<file path="src/rtl/cmp_rs_array.sv">
// Reservation station for compare/branch ops: operands wait on ROB tags and snoop the CDB.
// Ready entries issue oldest-first into a single registered result slot.
module cmp_rs_array #(
    parameter int unsigned DEPTH = 4,
    parameter int unsigned TAG_W = 4,
    parameter int unsigned XLEN  = 32
) (
    input  logic                         clk,
    input  logic                         rst,
    input  logic                         flush,
    input  logic                         in_valid,
    output logic                         in_ready,
    input  logic                         in_is_br,
    input  logic [2:0]                   in_cmp_op,
    input  logic [XLEN-1:0]              in_vj,
    input  logic [XLEN-1:0]              in_vk,
    input  logic [TAG_W-1:0]             in_qj,
    input  logic [TAG_W-1:0]             in_qk,
    input  logic [TAG_W-1:0]             in_dest,
    input  logic                         in_br_pred,
    input  logic [XLEN-1:0]              in_pc,
    input  logic [XLEN-1:0]              in_b_imm,
    input  logic                         cdb_valid,
    input  logic [TAG_W-1:0]             cdb_tag,
    input  logic [XLEN-1:0]              cdb_val,
    output logic                         out_valid,
    input  logic                         out_ready,
    output logic [TAG_W-1:0]             out_tag,
    output logic [XLEN-1:0]              out_val,
    output logic                         out_br_ok,
    output logic [XLEN-1:0]              out_pc_next,
    output logic [$clog2(DEPTH+1)-1:0]   count
);

    localparam int unsigned CW = $clog2(DEPTH + 1);
    localparam int unsigned AW = $clog2(DEPTH);

    // Per-entry state; age 0 is the oldest resident entry, ages stay dense 0..count-1.
    logic [DEPTH-1:0]  busy_q, busy_d;
    logic [AW-1:0]     age_q    [DEPTH];
    logic [AW-1:0]     age_d    [DEPTH];
    logic              is_br_q  [DEPTH];
    logic              is_br_d  [DEPTH];
    logic [2:0]        op_q     [DEPTH];
    logic [2:0]        op_d     [DEPTH];
    logic [XLEN-1:0]   vj_q     [DEPTH];
    logic [XLEN-1:0]   vj_d     [DEPTH];
    logic [XLEN-1:0]   vk_q     [DEPTH];
    logic [XLEN-1:0]   vk_d     [DEPTH];
    logic [TAG_W-1:0]  qj_q     [DEPTH];
    logic [TAG_W-1:0]  qj_d     [DEPTH];
    logic [TAG_W-1:0]  qk_q     [DEPTH];
    logic [TAG_W-1:0]  qk_d     [DEPTH];
    logic [TAG_W-1:0]  dest_q   [DEPTH];
    logic [TAG_W-1:0]  dest_d   [DEPTH];
    logic              pred_q   [DEPTH];
    logic              pred_d   [DEPTH];
    logic [XLEN-1:0]   pc_q     [DEPTH];
    logic [XLEN-1:0]   pc_d     [DEPTH];
    logic [XLEN-1:0]   imm_q    [DEPTH];
    logic [XLEN-1:0]   imm_d    [DEPTH];

    logic [CW-1:0]     count_q, count_d;
    logic              in_ready_q, in_ready_d;
    logic              out_valid_q, out_valid_d;
    logic [TAG_W-1:0]  out_tag_q, out_tag_d;
    logic [XLEN-1:0]   out_val_q, out_val_d;
    logic              out_br_ok_q, out_br_ok_d;
    logic [XLEN-1:0]   out_pc_next_q, out_pc_next_d;

    logic              cand_found;
    logic [AW-1:0]     cand_idx;
    logic [AW-1:0]     cand_age;
    logic              free_found;
    logic [AW-1:0]     free_idx;
    logic              do_issue;
    logic              do_alloc;
    logic              res;
    logic [XLEN-1:0]   sel_vj, sel_vk, sel_pc;

    // Oldest ready entry and lowest free slot.
    always_comb begin
        cand_found = 1'b0;
        cand_idx   = '0;
        cand_age   = '0;
        free_found = 1'b0;
        free_idx   = '0;
        for (int i = 0; i < int'(DEPTH); i++) begin
            if (busy_q[i] && (qj_q[i] == '0) && (qk_q[i] == '0) &&
                (!cand_found || (age_q[i] < cand_age))) begin
                cand_found = 1'b1;
                cand_idx   = AW'(i);
                cand_age   = age_q[i];
            end
            if (!busy_q[i] && !free_found) begin
                free_found = 1'b1;
                free_idx   = AW'(i);
            end
        end
    end

    assign do_issue = cand_found && (!out_valid_q || out_ready) && !flush;
    assign do_alloc = in_valid && in_ready_q && !flush;

    assign sel_vj = vj_q[cand_idx];
    assign sel_vk = vk_q[cand_idx];
    assign sel_pc = pc_q[cand_idx];

    always_comb begin
        res = 1'b0;
        case (op_q[cand_idx])
            3'b000:  res = (sel_vj == sel_vk);
            3'b001:  res = (sel_vj != sel_vk);
            3'b100:  res = ($signed(sel_vj) <  $signed(sel_vk));
            3'b101:  res = ($signed(sel_vj) >= $signed(sel_vk));
            3'b110:  res = (sel_vj <  sel_vk);
            3'b111:  res = (sel_vj >= sel_vk);
            default: res = 1'b0;
        endcase
    end

    // Entry next-state: CDB capture, age compaction on issue, allocation, flush.
    always_comb begin
        busy_d  = busy_q;
        age_d   = age_q;
        is_br_d = is_br_q;
        op_d    = op_q;
        vj_d    = vj_q;
        vk_d    = vk_q;
        qj_d    = qj_q;
        qk_d    = qk_q;
        dest_d  = dest_q;
        pred_d  = pred_q;
        pc_d    = pc_q;
        imm_d   = imm_q;
        count_d = count_q;

        for (int i = 0; i < int'(DEPTH); i++) begin
            if (busy_q[i] && cdb_valid && (qj_q[i] != '0) && (cdb_tag == qj_q[i])) begin
                vj_d[i] = cdb_val;
                qj_d[i] = '0;
            end
            if (busy_q[i] && cdb_valid && (qk_q[i] != '0) && (cdb_tag == qk_q[i])) begin
                vk_d[i] = cdb_val;
                qk_d[i] = '0;
            end
            if (do_issue && busy_q[i] && (age_q[i] > cand_age)) begin
                age_d[i] = age_q[i] - AW'(1);
            end
        end

        if (do_issue) begin
            busy_d[cand_idx] = 1'b0;
        end

        if (do_alloc) begin
            busy_d[free_idx]  = 1'b1;
            age_d[free_idx]   = AW'(count_q) - (do_issue ? AW'(1) : AW'(0));
            is_br_d[free_idx] = in_is_br;
            op_d[free_idx]    = in_cmp_op;
            vj_d[free_idx]    = in_vj;
            vk_d[free_idx]    = in_vk;
            qj_d[free_idx]    = in_qj;
            qk_d[free_idx]    = in_qk;
            dest_d[free_idx]  = in_dest;
            pred_d[free_idx]  = in_br_pred;
            pc_d[free_idx]    = in_pc;
            imm_d[free_idx]   = in_b_imm;
            if (cdb_valid && (in_qj != '0) && (cdb_tag == in_qj)) begin
                vj_d[free_idx] = cdb_val;
                qj_d[free_idx] = '0;
            end
            if (cdb_valid && (in_qk != '0) && (cdb_tag == in_qk)) begin
                vk_d[free_idx] = cdb_val;
                qk_d[free_idx] = '0;
            end
        end

        count_d = count_q + CW'(do_alloc) - CW'(do_issue);

        if (flush) begin
            busy_d  = '0;
            count_d = '0;
        end

        in_ready_d = (count_d < CW'(DEPTH));
    end

    // Result register: loads on issue, empties on handshake, holds under backpressure.
    always_comb begin
        out_valid_d   = out_valid_q;
        out_tag_d     = out_tag_q;
        out_val_d     = out_val_q;
        out_br_ok_d   = out_br_ok_q;
        out_pc_next_d = out_pc_next_q;
        if (do_issue) begin
            out_valid_d   = 1'b1;
            out_tag_d     = dest_q[cand_idx];
            out_val_d     = is_br_q[cand_idx] ? sel_pc : {{(XLEN-1){1'b0}}, res};
            out_br_ok_d   = (pred_q[cand_idx] == res);
            out_pc_next_d = res ? (sel_pc + imm_q[cand_idx]) : (sel_pc + XLEN'(4));
        end else if (out_ready) begin
            out_valid_d = 1'b0;
        end
        if (flush) begin
            out_valid_d = 1'b0;
        end
    end

    always_ff @(posedge clk) begin
        if (rst) begin
            busy_q        <= '0;
            count_q       <= '0;
            in_ready_q    <= 1'b1;
            out_valid_q   <= 1'b0;
            out_tag_q     <= '0;
            out_val_q     <= '0;
            out_br_ok_q   <= 1'b0;
            out_pc_next_q <= '0;
        end else begin
            busy_q        <= busy_d;
            count_q       <= count_d;
            in_ready_q    <= in_ready_d;
            out_valid_q   <= out_valid_d;
            out_tag_q     <= out_tag_d;
            out_val_q     <= out_val_d;
            out_br_ok_q   <= out_br_ok_d;
            out_pc_next_q <= out_pc_next_d;
        end
    end

    // Payload storage is qualified by busy, so it needs no reset.
    always_ff @(posedge clk) begin
        age_q   <= age_d;
        is_br_q <= is_br_d;
        op_q    <= op_d;
        vj_q    <= vj_d;
        vk_q    <= vk_d;
        qj_q    <= qj_d;
        qk_q    <= qk_d;
        dest_q  <= dest_d;
        pred_q  <= pred_d;
        pc_q    <= pc_d;
        imm_q   <= imm_d;
    end

    assign in_ready    = in_ready_q;
    assign out_valid   = out_valid_q;
    assign out_tag     = out_tag_q;
    assign out_val     = out_val_q;
    assign out_br_ok   = out_br_ok_q;
    assign out_pc_next = out_pc_next_q;
    assign count       = count_q;

endmodule

</file>
<file path="config.mk">
export PLATFORM = sky130hd
export DESIGN_NAME = cmp_rs_array
export DESIGN_NICKNAME = d
export VERILOG_FILES = /design/src/rtl/cmp_rs_array.sv
export SDC_FILE = /design/constraint.sdc
export NUM_CORES = 2
export LEC_CHECK = 0
export CAP_MARGIN = 20
export CELL_PAD_IN_SITES_DETAIL_PLACEMENT = 1
export CELL_PAD_IN_SITES_GLOBAL_PLACEMENT = 1
export CORE_MARGIN = 2
export CORE_UTILIZATION = 41
export DETAILED_ROUTE_END_ITERATION = 7
export MAX_ROUTING_LAYER = met4
export PLACE_DENSITY_LB_ADDON = 0.12
export SLEW_MARGIN = 15
export SYNTH_ARGS = -nofsm -noshare
export SYNTH_HDL_FRONTEND = slang
export SYNTH_SLANG_ARGS = --single-unit
</file>
<file path="constraint.sdc">
create_clock -name clk -period 8.8 [get_ports clk]
set_input_delay 1.32 -clock clk [delete_from_list [all_inputs] [get_ports clk]]
set_output_delay 1.32 -clock clk [all_outputs]
set_load 0.03 [all_outputs]
</file>
* Word-level counts from Yosys, hierarchy flattened *
Index checks and enable logic that the tools add are counted.
Widths: inputs -> output; s select.

word-level totals
  logic and storage cells = 300
  input port bits = 187
  bits in registers = 666
  latch bits = 0
  memories kept = 0
  RAM bits = 0
  memory bits (read-only) = 0
  output and inout port bits = 74

operators by class
  eq/ne operators = 18
  add/sub/neg operators = 9
  muxes and demuxes = 106
  reduce and logical (&&, ||, !) cells = 88
  shifts and indexed selects = 0
  divide/modulo/power cells = 0
  bitwise gates (word level) = 8
  order comparisons = 19
  multiply operators = 0

operator list
  operator               count
  $bwmux 128             6
  $mux 32                19
  $mux 128               4
  $bmux 32 s2            4
  $demux 32 s2           1
  $ge 32x32->1           2
  $lt 32x32->1           2
  $mux 16                4
  $logic_and 1x1->1      53
  $mux 4                 13
  $bwmux 16              3
  $eq 4x4->1             10
  $reduce_bool 4->1      10
  $add 32x3->32 const B  1
  $add 32x32->32         1
  $and 16x16->16         2
  $eq 32x32->1           1
  $logic_not 4->1        8
  $ne 32x32->1           1
  $mux 2                 13
  $mux 1                 19
  $not 16->16            1
  $bwmux 12              1
  $eq 3x3->1 const B     4
  34 further kinds       65

* Depth between registers and ports, before layout *
Gate-level depths: netlist of the first run.

  word-level depth = 25
  gate-level depth with buffers = 42
  gate-level depth less buffers = 34

* Worst setup path after synthesis of the first run *
OpenSTA, ideal clock, no wires.

  path type = register to register
  start = reg qk_q[12] (netlist bit)
  end = reg out_pc_next_q[1], in the netlist out_pc_next[1]
  path buffers = 11
  setup time = 0.088 ns
  data required time = 8.712 ns
  path slack = -0.174 ns
  arrival time = 8.886 ns
  cell stages (with the launch flop) = 40
  clock period less this slack = 8.974 ns
  cell sequence = dfxtp_1 -> nor4_4 -> and3_1 -> clkbuf_1 -> nand2_1 -> ha_1 -> a21o_2 -> a21oi_1 -> clkbuf_1 -> clkbuf_1 -> a21oi_1 -> ha_1 -> a21oi_1 -> o21ai_0 -> o21ai_0 -> ha_1 -> nand2_1 -> o41ai_1 -> [4 not listed] -> clkbuf_1 -> clkbuf_1 -> buf_1 -> buf_1 -> a21oi_1 -> ha_1 -> and4_1 -> and4_1 -> and4_1 -> a211o_1 -> o311a_1 -> or4_1 -> a21oi_2 -> o21a_1 -> buf_4 -> buf_6 -> nand2_1 -> a311oi_2

on the way
  cells in the longest elaborated chain, start to end = 22
  elaborated cells on any way between the ends = 58
  classes of those cells = 2 x add/sub; 7 x order compare; 7 x eq/ne; 27 x mux; 1 x bitwise; 14 x reduce/logical

ends and longest elaborated chain
  item                                                                 line  RTL
  from (decl)                                                          52    logic [TAG_W-1:0] qk_q [DEPTH];
  from (signal assigned)                                               240   qk_q <= qk_d;
  $logic_not 4->1 *                                                    89    if (busy_q[i] && (qj_q[i] == '0) && (qk_q[i] == '0) &&
  $logic_and 1x1->1 *                                                  89
  $mux 2 / $mux 1 (equally long branches)                              89
  $lt 2x2->1 / $logic_not 1->1 (equally long branches)                 90    (!cand_found || (age_q[i] < cand_age))) begin
  $logic_or 1x1->1                                                     90
  $logic_and 1x1->1                                                    89
  $mux 2 / $mux 1 (equally long branches)                              89
  $lt 2x2->1 / $logic_not 1->1 (equally long branches)                 90
  [5 not listed]                                                       n/a
  $logic_and 1x1->1                                                    89
  $mux 2                                                               89
  $not 2->3 (implied by the code)                                      n/a
  $bmux 32 s2 (tied with other cells)                                  105   assign sel_vj = vj_q[cand_idx];
  $mux 32 (implied by the code) (tied with other cells) (2 in series)  105
  $ge 32x32->1 (tied with other cells)                                 117   3'b111: res = (sel_vj >= sel_vk);
  $pmux 1 s6                                                           111   case (op_q[cand_idx])
  $mux 32                                                              201   out_pc_next_d = res ? (sel_pc + imm_q[cand_idx]) : (sel_pc + XLEN'(4));
  to (signal assigned)                                                 228   out_pc_next_q <= out_pc_next_d;
  to (decl)                                                            69    logic [XLEN-1:0] out_pc_next_q, out_pc_next_d;

Every way passes the cells marked *; elsewhere a longest branch is shown, timed or not. The select of a mux whose other input is x is not followed.
A chain may end at the register's enable or synchronous reset.

* Worst setup path in the final report of the first run *
  start = reg qk_q[12] (netlist bit)
  end = reg out_pc_next_q[3], in the netlist out_pc_next[3]

Same word-level chain as after synthesis.

==> out/results.txt, run 1 <==
The flow ran to the end, and the final reports show no timing, DRC or antenna violations. Worst hold path depth: 2. Setup repair after global routing left no endpoint under its margin.

Among all flip-flop cells after synthesis, the most frequent one is sky130_fd_sc_hd__dfxtp_1. Of all nets on the critical path, the largest fanout is 37. The weighted congestion reported at the end of routability-driven placement was 0.904.

Class of the tightest hold or removal check: reg -> reg. After detailed routing, the wire length on met1 is 55.2 mm. Global routing used 31.0% of the available tracks.

The end point of the worst hold path is out_val[8]. The run gives 3906 as the net count reported at finish. The relative area change from synthesis to final layout was 20.1%. In this design, the largest share of critical-path delay is due to compound AO/OA/AOI/OAI gates. The number of violations reported at the end of detailed-routing iteration 0 came out at 2330. The tightest slew margin relative to the limit is 22.0%, and the number of port buffers is 260. The netlist area before placement is 0.0312 mm². The run gives 0 as the max-capacitance violation count. Summed over all nets, the half-perimeter wirelength after detailed placement is 80.4 mm.

Once layout is done, the placed cells without fillers occupy 0.0375 mm². Type of the worst setup path: reg -> reg. After detailed routing, the average wire length per cell comes to 25.8 µm.

Together, buffers and inverters on the worst path number 4. The tools report the total via count after detailed routing as 28.0k. TritonCTS built the clock tree. The wire length on met2 was 54.6 mm.

The pre-antenna-repair detailed-routing pass consisted of 5 iterations. At the pin with the least slew margin, the transition time is 1.17 ns. Between clock sinks in the finished design, the worst skew comes to 0.0233 ns. The number of global-route vias before repair is 28.6k, and the final period utilization is 93.1%. In the detailed route, the total length drawn on met3 is 7.97 mm. In this run the remaining antenna-violating nets after routing total 0. Synthesis inferred 666 register bits. The initial utilization of the core area, before any placement, comes to 41.2%. For the clock latency of the later-clocked register in the worst-skew pair, the log shows 0.63 ns. The logs give 3 for the maximum level of the CTS H-tree and 49.5% for the final core utilization.

Total power divided by cell area: 206 mW/mm². At the worst endpoint, the required time is 9.32 ns. The tools report the initial antenna violation count as 12. The top layer used by detailed routing was met4. The final layout contains routed wiring with a total length of 121 mm. By instance count, the cell type seen most on the critical path is sky130_fd_sc_hd__ha_1. The die is 280 µm wide.

The logs give 75 for the number of buffers inserted during clock tree synthesis and 0 for the global route total overflow. The worst setup path is launched from a flop. The startpoint identified for the worst register-to-register timing path is qk_q[12].

The logs give 3 for the largest buffer count on any clock path and 666 for the TritonCTS sink count. The worst register-to-register path has a setup slack of 0.61 ns. For the number of hold-slack violations in the final timing report, the log shows 0. Timing would allow up to 122 MHz. VDD sags by at most 117 µV. The site row count is 101.

The worst register-to-register path has a depth of 34. The die covers 0.0783 mm². Entering global routing, the biggest net connects 83 pins. The total count of max-transition violations in the final report is 0, and the delay contributed by the slowest stage of the critical path is 0.55 ns.

The proportion of synthesized flip-flops having asynchronous set or reset was 0%; the wire length of the first global-routing pass was 179 mm. The Yosys step of the flow raised 0 warnings. In the synthesized netlist, the number of instances is 3479. The routed design could run at a clock period as short as 8.19 ns.

The placeable core region is 0.0757 mm². After synthesis, the mean cell area works out to 8.97 µm². The number of remaining DRC errors was 0. For the final routed database, the setup TNS stands at 0 ns.

The distinct cell type count of the synthesized netlist was 86. Data arrives at the worst endpoint at 8.71 ns. The tools report the endpoint of the worst-slack reg-to-reg timing path as out_pc_next[3]. The number of top-level pins was 261.

The number of nets produced by synthesis was 3746. The standard cell with the maximum stage delay on the critical path was sky130_fd_sc_hd__or4_1. In this run the clock root is driven by a sky130_fd_sc_hd__clkbuf_16. In this run the cell area measured after placement is 0.0347 mm². The analysis attributes to cell leakage a power of 14.3 nW. Clock-pin slew was measured on the worst setup and hold paths at 0.06 ns.

From bottom edge to top edge, the die measures 280 µm. The tools report the critical hold path startpoint as out_val[8]. Using the TritonRoute via totals, the vias-per-cell ratio works out to 5.98.

The share of the Yosys chip area taken by registers is 52.1%. The proportion of layout cells with a drive suffix above 1 is 7.65%. STA classifies the critical path endpoint as a flop. Yosys mapped a number of flops with a built-in enable equal to 292. Setup violations remaining at the end of the flow were counted as 0.
==> placed cells by master (no fill, tap or decap), drive strengths merged, types with 22 or more instances in the layout <==
master         netlist  routed
edfxtp             292     292
o22ai              290     290
xor2                37      37
clkdlybuf4s50        0     259
dfxtp              374     374
nand2              461     461
nor2               657     657
mux2                24      24
inv                 45      48
buf                 36      76
a31oi               22      22
o21ai              199     199
nand3              128     128
o211ai              26      26
clkbuf             220     105
xnor2               61      61
a311oi              49      49
a21oi              148     148
ha                  78      78
nor3                62      62
==> worst max-delay path by stage <==
stage | from | endpoint | slack [ns] | depth (start not counted)
floorplan | qk_q[12] | out_pc_next[1] | 0.01 | 40
global placement | qk_q[12] | out_pc_next[19] | 0.44 | 34
detailed placement | qk_q[12] | out_pc_next[17] | 0.15 | 33
CTS | qk_q[12] | out_pc_next[17] | 0.09 | 33
global route | qk_q[12] | out_pc_next[3] | 0.03 | 36
finish | qk_q[12] | out_pc_next[3] | 0.61 | 34
==> worst reg2reg max path: cells and delay by family (launching register included) <==
family / cells / cell delay [ns]
mux: 1 / 0.19
buf+inv: 4 / 0.86
compound gates: 15 / 3.15
flops: 1 / 0.35
fa+ha+maj: 4 / 1.33
simple gates: 10 / 2.22
==> flip-flops by register name (all words and copies together), names as in the netlist, 32 cells and up <==
signal and cells:
vk_q 128, vj_q 128, out_pc_next 32, out_val 32
pc_q 128, imm_q 128
==> cells in the mapped netlist, types with 5 or more instances <==
library cell                instances  area share, %
sky130_fd_sc_hd__nor3_1            57           0.91
sky130_fd_sc_hd__edfxtp_1         292             28
sky130_fd_sc_hd__buf_1             21           0.25
sky130_fd_sc_hd__or2_2             14           0.28
sky130_fd_sc_hd__mux2i_1           21           0.67
sky130_fd_sc_hd__nor2b_1           13           0.26
sky130_fd_sc_hd__a31oi_1           22           0.44
sky130_fd_sc_hd__dfxtp_1          374             24
sky130_fd_sc_hd__a21o_1            20           0.48
sky130_fd_sc_hd__ha_1              78            3.1
sky130_fd_sc_hd__inv_1             45           0.54
sky130_fd_sc_hd__nor3_2             5           0.16
sky130_fd_sc_hd__or3_1             13           0.26
sky130_fd_sc_hd__mux2_2            24           0.87
sky130_fd_sc_hd__nand3b_1           6           0.14
sky130_fd_sc_hd__xnor2_1           61            1.7
sky130_fd_sc_hd__o2111ai_1          5           0.14
sky130_fd_sc_hd__nand4_1           21           0.42
sky130_fd_sc_hd__clkbuf_2          31           0.50
sky130_fd_sc_hd__nand2_1          460            5.5
sky130_fd_sc_hd__a32oi_1            9           0.25
sky130_fd_sc_hd__a211oi_1          11           0.26
sky130_fd_sc_hd__and4_1             9           0.25
sky130_fd_sc_hd__nand2b_1           9           0.18
sky130_fd_sc_hd__nor2_1           657            7.9
sky130_fd_sc_hd__nor3b_1            8           0.19
sky130_fd_sc_hd__a21oi_1          147            2.4
sky130_fd_sc_hd__a311oi_1          48            1.3
sky130_fd_sc_hd__o211ai_1          26           0.63
sky130_fd_sc_hd__nor4_1            15           0.30
sky130_fd_sc_hd__o21ai_1           15           0.24
sky130_fd_sc_hd__xor2_1            37            1.0
sky130_fd_sc_hd__buf_2             11           0.18
sky130_fd_sc_hd__nand3_1          127            2.0
sky130_fd_sc_hd__o21a_1            12           0.29
sky130_fd_sc_hd__o22ai_1          289            5.8
sky130_fd_sc_hd__o21bai_1           6           0.14
sky130_fd_sc_hd__o21ai_0          183            2.9
sky130_fd_sc_hd__clkbuf_1         189            2.3
sky130_fd_sc_hd__o31ai_1            7           0.17
sky130_fd_sc_hd__and3_1            15           0.30
==> final cells by class <==
| type | instances | area [µm²] |
|---|---|---|
| Fill cell | 8574 | 38200 |
| Sequential cell | 666 | 16300 |
| Multi-Input combinational cell | 2512 | 13900 |
| Timing Repair Buffer | 339 | 3340 |
| Clock buffer | 101 | 2160 |
| Tap cell | 978 | 1220 |
| Clock inverter | 35 | 413 |
| Inverter | 45 | 174 |
| Antenna cell | 12 | 30.0 |
==> power breakdown <==
| group | switching, W | internal (W) | leakage (nW) | total, W |
|---|---|---|---|---|
| clock network | 0.00134 | 0.00197 | 1.26 | 0.00331 |
| registers | 0.000110 | 0.00341 | 5.72 | 0.00352 |
| logic | 0.000533 | 0.000362 | 7.36 | 0.000895 |
| total | 0.00198 | 0.00574 | 14.3 | 0.00772 |
==> what timing repair did <==
item / in CTS / in global routing
gates resized for setup: 0 / 22
endpoints found under the setup margin: 0 / 33
buffers inserted: 0 / 4
hold buffers: 0 / 0
==> metal layers <==
metal	global-route usage, %	up-vias
met5	-	-
met4	9.91	0
met3	5.30	173
met2	46.9	898
met1	42.3	14200
li1	-	12800
==> cells by family (layout without fill, tap and decap cells) <==
| group | after synthesis | in the layout | synth area share [%] |
|---|---|---|---|
| compound gates | 842 | 842 | 16.8 |
| xor+xnor | 98 | 98 | 2.75 |
| fa+ha+maj | 80 | 80 | 3.26 |
| buf+inv | 301 | 520 | 3.87 |
| flops | 666 | 666 | 52.1 |
| mux | 45 | 45 | 1.54 |
| other cells | 0 | 12 | 0 |
| simple gates | 1447 | 1447 | 19.7 |
==> metrics by stage <==
step / cells / setup slack (ns) / power, W / hold WS [ns]
2_1_floorplan: 3479 / 0.0125 / 0.00409 / 0.455
3_3_place_gp: 4532 / 0.437 / 0.00440 / 0.444
3_5_place_dp: 4532 / 0.147 / 0.00445 / 0.453
4_1_cts: 4668 / 0.0903 / 0.00776 / 0.462
5_1_grt: 4687 / 0.0274 / 0.00801 / 0.477
6_report: 4688 / 0.611 / 0.00772 / 0.458
(Power assumes the default switching activity.)
==> inputs of run 2 (changes only) <==
--- a/config.mk
+++ b/config.mk
@@ -5,7 +5,6 @@
 export SDC_FILE = /design/constraint.sdc
 export NUM_CORES = 2
 export LEC_CHECK = 0
-export CAP_MARGIN = 20
 export CELL_PAD_IN_SITES_DETAIL_PLACEMENT = 1
 export CELL_PAD_IN_SITES_GLOBAL_PLACEMENT = 1
 export CORE_MARGIN = 2
==> constraint.sdc (replaced) <==
create_clock -name clk -period 8.8 [get_ports clk]
set_input_delay 1.32 -clock clk [delete_from_list [all_inputs] [get_ports clk]]
set_output_delay 1.32 -clock clk [all_outputs]
set_load 0.1 [all_outputs]
==> run 2 against run 1 <==
Worst setup slack got worse by 0.041 ns. Cell count decreased by 0.11%. Critical path type unchanged. Largest cell class unchanged. Clock power about the same. Hold slack improved by 0.0026 ns. Critical endpoint is now out_pc_next[16]. Routed wire length decreased by 0.53%. Total power increased by 0.18%. Die area unchanged. Clock skew increased by 0.0020 ns. Core utilization decreased by 0.10 points. Sequential share of layout area increased by 0.088 points. Cell area decreased by 0.20%.
==> out/results.txt, run 2 (synthesis results as in run 1) <==
The number of remaining DRC errors is 0. Setup violations remaining at the end of the flow were counted as 0. The detail route stage leaves a number of antenna-violating nets equal to 0. On the worst path, the slowest cell contributes a delay of 0.44 ns. The tools report the type of element launching the critical path as a flop. The post-route netlist has 7.63% of its cells at a drive strength greater than 1. At the worst endpoint, the arrival time is 8.76 ns. For this design the total switching power over the nets is 0.00199 W. The logs give 0 for the max-capacitance violation count and 28.7k for the number of global-route vias before repair. In the final design database the tool counted 3901 nets. The run gives 180 mm as the wire length of the first global-routing pass. The tools report the critical hold path startpoint as out_val[18]. The register clock-pin slew on the reported worst setup and hold paths came out at 0.06 ns. Setup repair after global routing left no endpoint under its margin. In this run switching power makes up 25.7% of total power. Buffers inserted during clock tree synthesis total 76. The sequential cells in the finished layout cover a total of 0.0163 mm². The run gives 3 as the largest buffer count on any clock path.

The smallest clock period supported by the final layout is computed as 8.23 ns. Entering global routing, the biggest net connects 83 pins. The most critical setup path has its startpoint at busy_q[0].

The multi-input logic area was 0.0139 mm²; the final core utilization was 49.4%. The power share of the sequential group was 45.5%. For this block, the via count after detailed routing is 28.0k. Among all stages on the critical path, the largest delay is contributed by sky130_fd_sc_hd__or4_1. VDD sags by at most 138 µV. The setup path with the least slack is of type reg -> reg. The initialized floorplan defines 101 standard-cell rows.

The worst-case clock skew was 0.0252 ns; the final period utilization was 93.5%. In this run the tool buffered the top-level ports with 260 buffer cells. The cell sitting at the root of the clock tree is a sky130_fd_sc_hd__clkbuf_16. The run gives 0 as the number of hold-slack violations in the final timing report. The die covers 0.0783 mm². For this design, the sink count on the clock tree is 666. The count of fill cells added during filler insertion was 8523.

The run finished with clean final reports. The share of total power dissipated in the clock network is 42.8%. The class of the tightest hold or removal check is reg -> reg. The portion of total power attributed to combinational logic is 11.7%. CTS built an H-tree with a depth of 3. The total negative slack for setup checks was 0 ns; the design internal power was 0.00575 W. Buffers inserted to repair hold after CTS numbered 0.

In the layout the commonest cells are 651 x sky130_fd_sc_hd__nor2_1, 459 x sky130_fd_sc_hd__nand2_1, 374 x sky130_fd_sc_hd__dfxtp_1, 292 x sky130_fd_sc_hd__edfxtp_1, 289 x sky130_fd_sc_hd__o22ai_1. The number of cells on the worst reg-to-reg path is 32. Global routing finished with a remaining overflow of 0.

For the pin with the worst max-slew slack, the measured transition is 1.14 ns. Timing would allow up to 122 MHz. Once the floorplan was initialized, standard cells occupied 41.2% of the core. The placed instance count is 4532, and the leakage component of the power is 14.3 nW.

Compared with the post-synthesis result, the final layout area differs by 19.9%. During I/O placement, the number of pins put on the boundary was 261. The cell that appears most often on the critical path is sky130_fd_sc_hd__ha_1.

In this run the power density over the cells is 207 mW/mm². Detailed placement ended at an HPWL of 80.4 mm. In this run, the number of DRC markers left after iteration 0 of detailed routing was 2400.

At the later pin of the worst-skew pair, clock insertion delay measures 0.63 ns. TritonCTS built the clock tree. After detailed routing, the number of vias per cell comes to 5.99. The library cell used most frequently in the layout, excluding fill and tap cells, is sky130_fd_sc_hd__nor2_1. Total count of max-transition violations in the final report: 0. Before antenna repair, the detailed router went through 6 iterations.

After detailed routing, the total wire length is 120 mm. From left edge to right edge, the die measures 280 µm. The weighted congestion reported at the end of routability-driven placement was 0.904. The number of cells in the finished layout apart from fillers is 4683, and the required time at the endpoint of the critical path is 9.34 ns. Measured against its own limit, the worst slew margin works out to 23.9%. Dividing the detail-routed wire length by the instance count gives 25.7 µm. In this run the critical register-to-register path is launched from busy_q[0].

Measured along the y axis, the die boundary spans 280 µm. The placeable core region is 0.0757 mm², and the worst hold path depth is 2. The total routing resource utilization after global routing was 30.9%.

The sort of element at the end of the critical path is a flop. The initial antenna violation count is 10. Along the worst path, the maximum fanout reaches 37.
run 2: cell count changes in the layout (fill, tap and decap cells not counted), moves of 3 or more:
cell | previous run | this run
sky130_fd_sc_hd__clkbuf_8 | 8 | 12
sky130_fd_sc_hd__clkinv_1 | 7 | 4
sky130_fd_sc_hd__clkinv_4 | 1 | 4
sky130_fd_sc_hd__clkbuf_1 | 13 | 17
sky130_fd_sc_hd__clkinvlp_4 | 4 | 1
sky130_fd_sc_hd__diode_2 | 12 | 9
sky130_fd_sc_hd__clkbuf_16 | 82 | 79
run 2: worst paths after layout:
check	slack, ns	end
worst min-delay path	0.46	out_val[18]
worst min register to register	0.46	out_val[18]
worst max register to register	0.57	out_pc_next[16]
worst max-delay path	0.57	out_pc_next[16]
run 2: critical path, delay by kind of cell, from the launching register on:
family / cells / cell delay [ns]
AOI/OAI and AO/OA: 17 / 4.00
and+or+nand+nor: 9 / 1.77
DFF: 1 / 0.43
adders and majority gates: 4 / 1.32
buffers and inverters: 2 / 0.59
run 2: metal layers:
metal	up-vias	GRT usage, %	share of wire [%]
met4	0	8.19	2.2
met1	14200	42.5	46
met2	867	48.2	46
met3	165	4.15	6.0
li1	12800	-	-
met5	-	-	0
run 2: layout make-up:
type	count	share of cell area, %
Antenna cell	9	0.0602
Clock buffer	107	5.83
Clock inverter	33	1.09
Inverter	45	0.465
Multi-Input combinational cell	2512	37.1
Sequential cell	666	43.5
Tap cell	978	3.27
Timing Repair Buffer	333	8.72
run 2: stage by stage:
| step | hold slack [ns] | cell area (µm²) | power (W) | setup WS, ns |
|---|---|---|---|---|
| floorplan | 0.455 | 31200 | 0.00410 | 0.0124 |
| global placement | 0.444 | 34700 | 0.00441 | 0.436 |
| detailed placement | 0.455 | 34700 | 0.00446 | 0.193 |
| CTS | 0.464 | 37300 | 0.00777 | 0.154 |
| global route | 0.483 | 37400 | 0.00801 | 0.0165 |
| finish | 0.460 | 37400 | 0.00774 | 0.571 |
run 2: what timing repair did:
action | 4_1_cts | 5_1_grt
resized for setup | 0 | 19
setup buffers | 0 | 1
setup endpoints to repair | 0 | 32
run 2: power groups by stage:
stage / clock network, W / logic (W) / registers (W)
2_1_floorplan: 0 / 0.000534 / 0.00356
3_3_place_gp: 0 / 0.000844 / 0.00357
3_5_place_dp: 0 / 0.000880 / 0.00358
4_1_cts: 0.00336 / 0.000888 / 0.00352
5_1_grt: 0.00348 / 0.000993 / 0.00354
6_report: 0.00331 / 0.000902 / 0.00352
==> inputs of run 3 (changes only) <==
--- a/config.mk
+++ b/config.mk
@@ -8,7 +8,7 @@
 export CELL_PAD_IN_SITES_DETAIL_PLACEMENT = 1
 export CELL_PAD_IN_SITES_GLOBAL_PLACEMENT = 1
 export CORE_MARGIN = 2
-export CORE_UTILIZATION = 41
+export CORE_UTILIZATION = 40
 export DETAILED_ROUTE_END_ITERATION = 7
 export MAX_ROUTING_LAYER = met4
 export PLACE_DENSITY_LB_ADDON = 0.12
==> run 3 against run 2 <==
Sequential cell count is the same. Via count up 0.58%. Maximum frequency shrank 0.88%. Worst setup slack worse by 0.073 ns. Non-clock buffer count shrank 3. Sequential share of layout area decreased by 0.12 points. Routed wire length up 2.9%. Register-to-register slack worse by 0.07 ns. Count of clock-buffer cells in the layout decreased by 1. Combinational power increased by 1%. Cell area up 0.29%. Global-route usage is essentially flat. Highest routed layer unchanged.
==> out/results.txt, run 3 (synthesis results as in run 1) <==
Across all layers, the routed design uses 28.2k vias. The number of global-route vias before repair came out at 28.9k. Clock-pin slew was measured on the worst setup and hold paths at 0.06 ns.

The total negative slack for setup checks was 0 ns. The die is 283 µm tall. The worst setup path is launched from a flop. The net count reported at finish is 3899, and the number of cells in the finished layout apart from fillers is 4744.

Of the cells placed in the final design, the portion with a size suffix greater than 1 is 7.88%. The kind of cell with the highest combined delay along the critical path is compound AO/OA/AOI/OAI gates. The half-perimeter wire length after detailed placement is 80.5 mm, and the placeable core region is 0.0773 mm². The smallest clock period supported by the final layout is computed as 8.30 ns.

For this run, design rule violations remaining after detail routing come to 0. Post-cts hold buffer count: 0. Remaining antenna violation count after routing: 0. The total routing resource utilization after global routing is 30.9%. TritonCTS built the clock tree. The first global-routing pass estimated 185 mm of wire.

The sort of element at the end of the critical path was a flop. The worst path meets setup with 0.498 ns of slack. In this run the static leakage power is 14.3 nW.

For the required time at the endpoint of the critical path, the log shows 9.34 ns. The tree built by TritonCTS fans out to 666 sinks. The tools report the design internal power as 0.00565 W. Combinational logic is responsible for 11.9% of the overall power.

The fraction of power consumed by the clock network is 42.3%, and the maximum level of the CTS H-tree is 3. The top layer used by detailed routing is met4. For the number of hold-slack violations in the final timing report, the log shows 0. Of all nets on the critical path, the largest fanout is 66. At the end of routability-driven placement, the weighted congestion stood at 0.893. In this run the count of I/O pins placed on the die edge is 261.

The final period utilization came out at 94.3%. The tools report the cell at the root of the clock tree as sky130_fd_sc_hd__clkbuf_16. The class of the tightest hold or removal check was reg -> reg.

For this block, the routed nets add up to 124 mm of wire. The tools report the smallest hold slack as 0.458 ns. The total count of max-transition violations in the final report came out at 0.

The number of clock buffers added by TritonCTS is 77. After detailed routing, the wire length on met1 is 56.7 mm. For the number of violations reported at the end of detailed-routing iteration 0, the log shows 2463. Initial antenna violation count: 9. For this design, the slowest cell found on the critical path is sky130_fd_sc_hd__or3_1. The tools report the maximum operating frequency as 120 MHz. The run gives 45.8% as the power share of the sequential group. Tracing the worst setup path back leads to its startpoint at qk_q[12]. The filler cells instantiated in the layout total 8830. Setup repair after global routing left no endpoint under its margin. The longest clock path from root to sink contains 3 buffers.

The run gives 48.5% as the final core utilization. The ratio of routed vias to standard cells is 5.95, and the initial core utilization is 40.4%. The tools report the placed instance count as 4585. For the global route total overflow, the log shows 0. Leaving out fill and tap cells, the most frequent cell in the layout is sky130_fd_sc_hd__nor2_1. Before CTS, the worst setup slack after placement is 0.223 ns. The switching power share of the total was 26.5%. In the detailed route, the total length drawn on met2 is 56.4 mm. Across the VDD grid, the largest voltage drop is 131 µV.

The total power divided by cell area came out at 205 mW/mm². The delay contributed by the slowest stage of the critical path is 0.41 ns. Summed over all nets, wire length on met3 after detailed routing comes to 7.61 mm.

The die width is 283 µm. In the layout the commonest cells are 650 x sky130_fd_sc_hd__nor2_1, 452 x sky130_fd_sc_hd__nand2_1, 374 x sky130_fd_sc_hd__dfxtp_1, 292 x sky130_fd_sc_hd__edfxtp_1, 289 x sky130_fd_sc_hd__o22ai_1. The run finished with clean final reports.

Worst-case clock skew: 0.0219 ns. The detailed-route wire length per cell came out at 26.1 µm. Headroom to the max-slew limit came out at 15.0%. For the clock latency of the later-clocked register in the worst-skew pair, the log shows 0.64 ns. Multi-input logic area: 0.0139 mm². The tool flagged a number of max-cap violations equal to 0. The analysis attributes to net switching a power of 0.00204 W. The type of the worst setup path is reg -> reg. The worst register-to-register path begins at qk_q[12]. The number of port buffers was 260; the critical path data arrival time was 8.84 ns.

Counting stages on the worst path, the most repeated cell is sky130_fd_sc_hd__ha_1. The slew at the pin with the worst max-slew slack is 1.27 ns, and the number of failing setup endpoints in the final timing report is 0. The flip-flop and latch area is 0.0163 mm². The relative area change from synthesis to final layout is 20.2%. The run gives 0.0803 mm² as the die area. After floorplanning, the core was divided into 102 placement rows. Entering global routing, the biggest net connects 95 pins.

The number of buffers and inverters on the critical path is 4. The length of the first detailed-routing pass in iterations came out at 5. The critical hold path startpoint is out_val[30].
[run 3: changes by cell type in the layout (fill, tap and decap cells not counted), sizes merged]
cell | before | now
buf | 74 | 69
bufinv | 8 | 3
clkdlybuf4s50 | 258 | 259
clkinv | 23 | 30
clkinvlp | 1 | 3
inv | 46 | 45
[run 3: what timing repair did]
item	in CTS	in global routing
setup endpoints to repair	0	29
buffers inserted	0	6
gates resized for setup	0	18
[run 3: routing by layer]
layer  GRT usage, %  up-vias
met5              -        -
met4           9.14        0
li1               -    12800
met2           47.4      932
met3           3.66      199
met1           43.0    14300
[run 3: metrics by stage]
| step | area, µm² | total power, W |
|---|---|---|
| after global routing | 37500 | 0.00795 |
| after global placement | 34800 | 0.00441 |
| after detailed placement | 34800 | 0.00447 |
| final | 37500 | 0.00768 |
| after floorplan | 31200 | 0.00410 |
| after CTS | 37300 | 0.00771 |
[run 3: final timing paths]
kind | endpoint | slack, ns | depth (start not counted)
min reg2reg | out_val[30] | 0.46 | 2
max | out_pc_next[4] | 0.50 | 34
max reg2reg | out_pc_next[4] | 0.50 | 34
min | out_val[30] | 0.46 | 2
[run 3: power by group through the flow]
stage | clock, W | sequential, W | combinational [W]
finish | 0.00325 | 0.00352 | 0.000914
global route | 0.00341 | 0.00354 | 0.00100
CTS | 0.00329 | 0.00352 | 0.000894
detailed placement | 0 | 0.00358 | 0.000887
global placement | 0 | 0.00357 | 0.000846
floorplan | 0 | 0.00356 | 0.000534
[run 3: worst min-delay path, delay by kind of cell (launching register included)]
family	cells	cell delay, ns
AOI/OAI and AO/OA	1	0.05
and+or+nand+nor	1	0.05
DFF	1	0.31
[run 3: layout make-up]
class                           count  share of cell area, %
Clock buffer                      106                   5.94
Timing Repair Buffer              330                   8.72
Sequential cell                   666                   43.3
Tap cell                         1040                   3.47
Inverter                           45                  0.464
Multi-Input combinational cell   2512                   37.2
Clock inverter                     36                  0.860
Antenna cell                        9                 0.0600
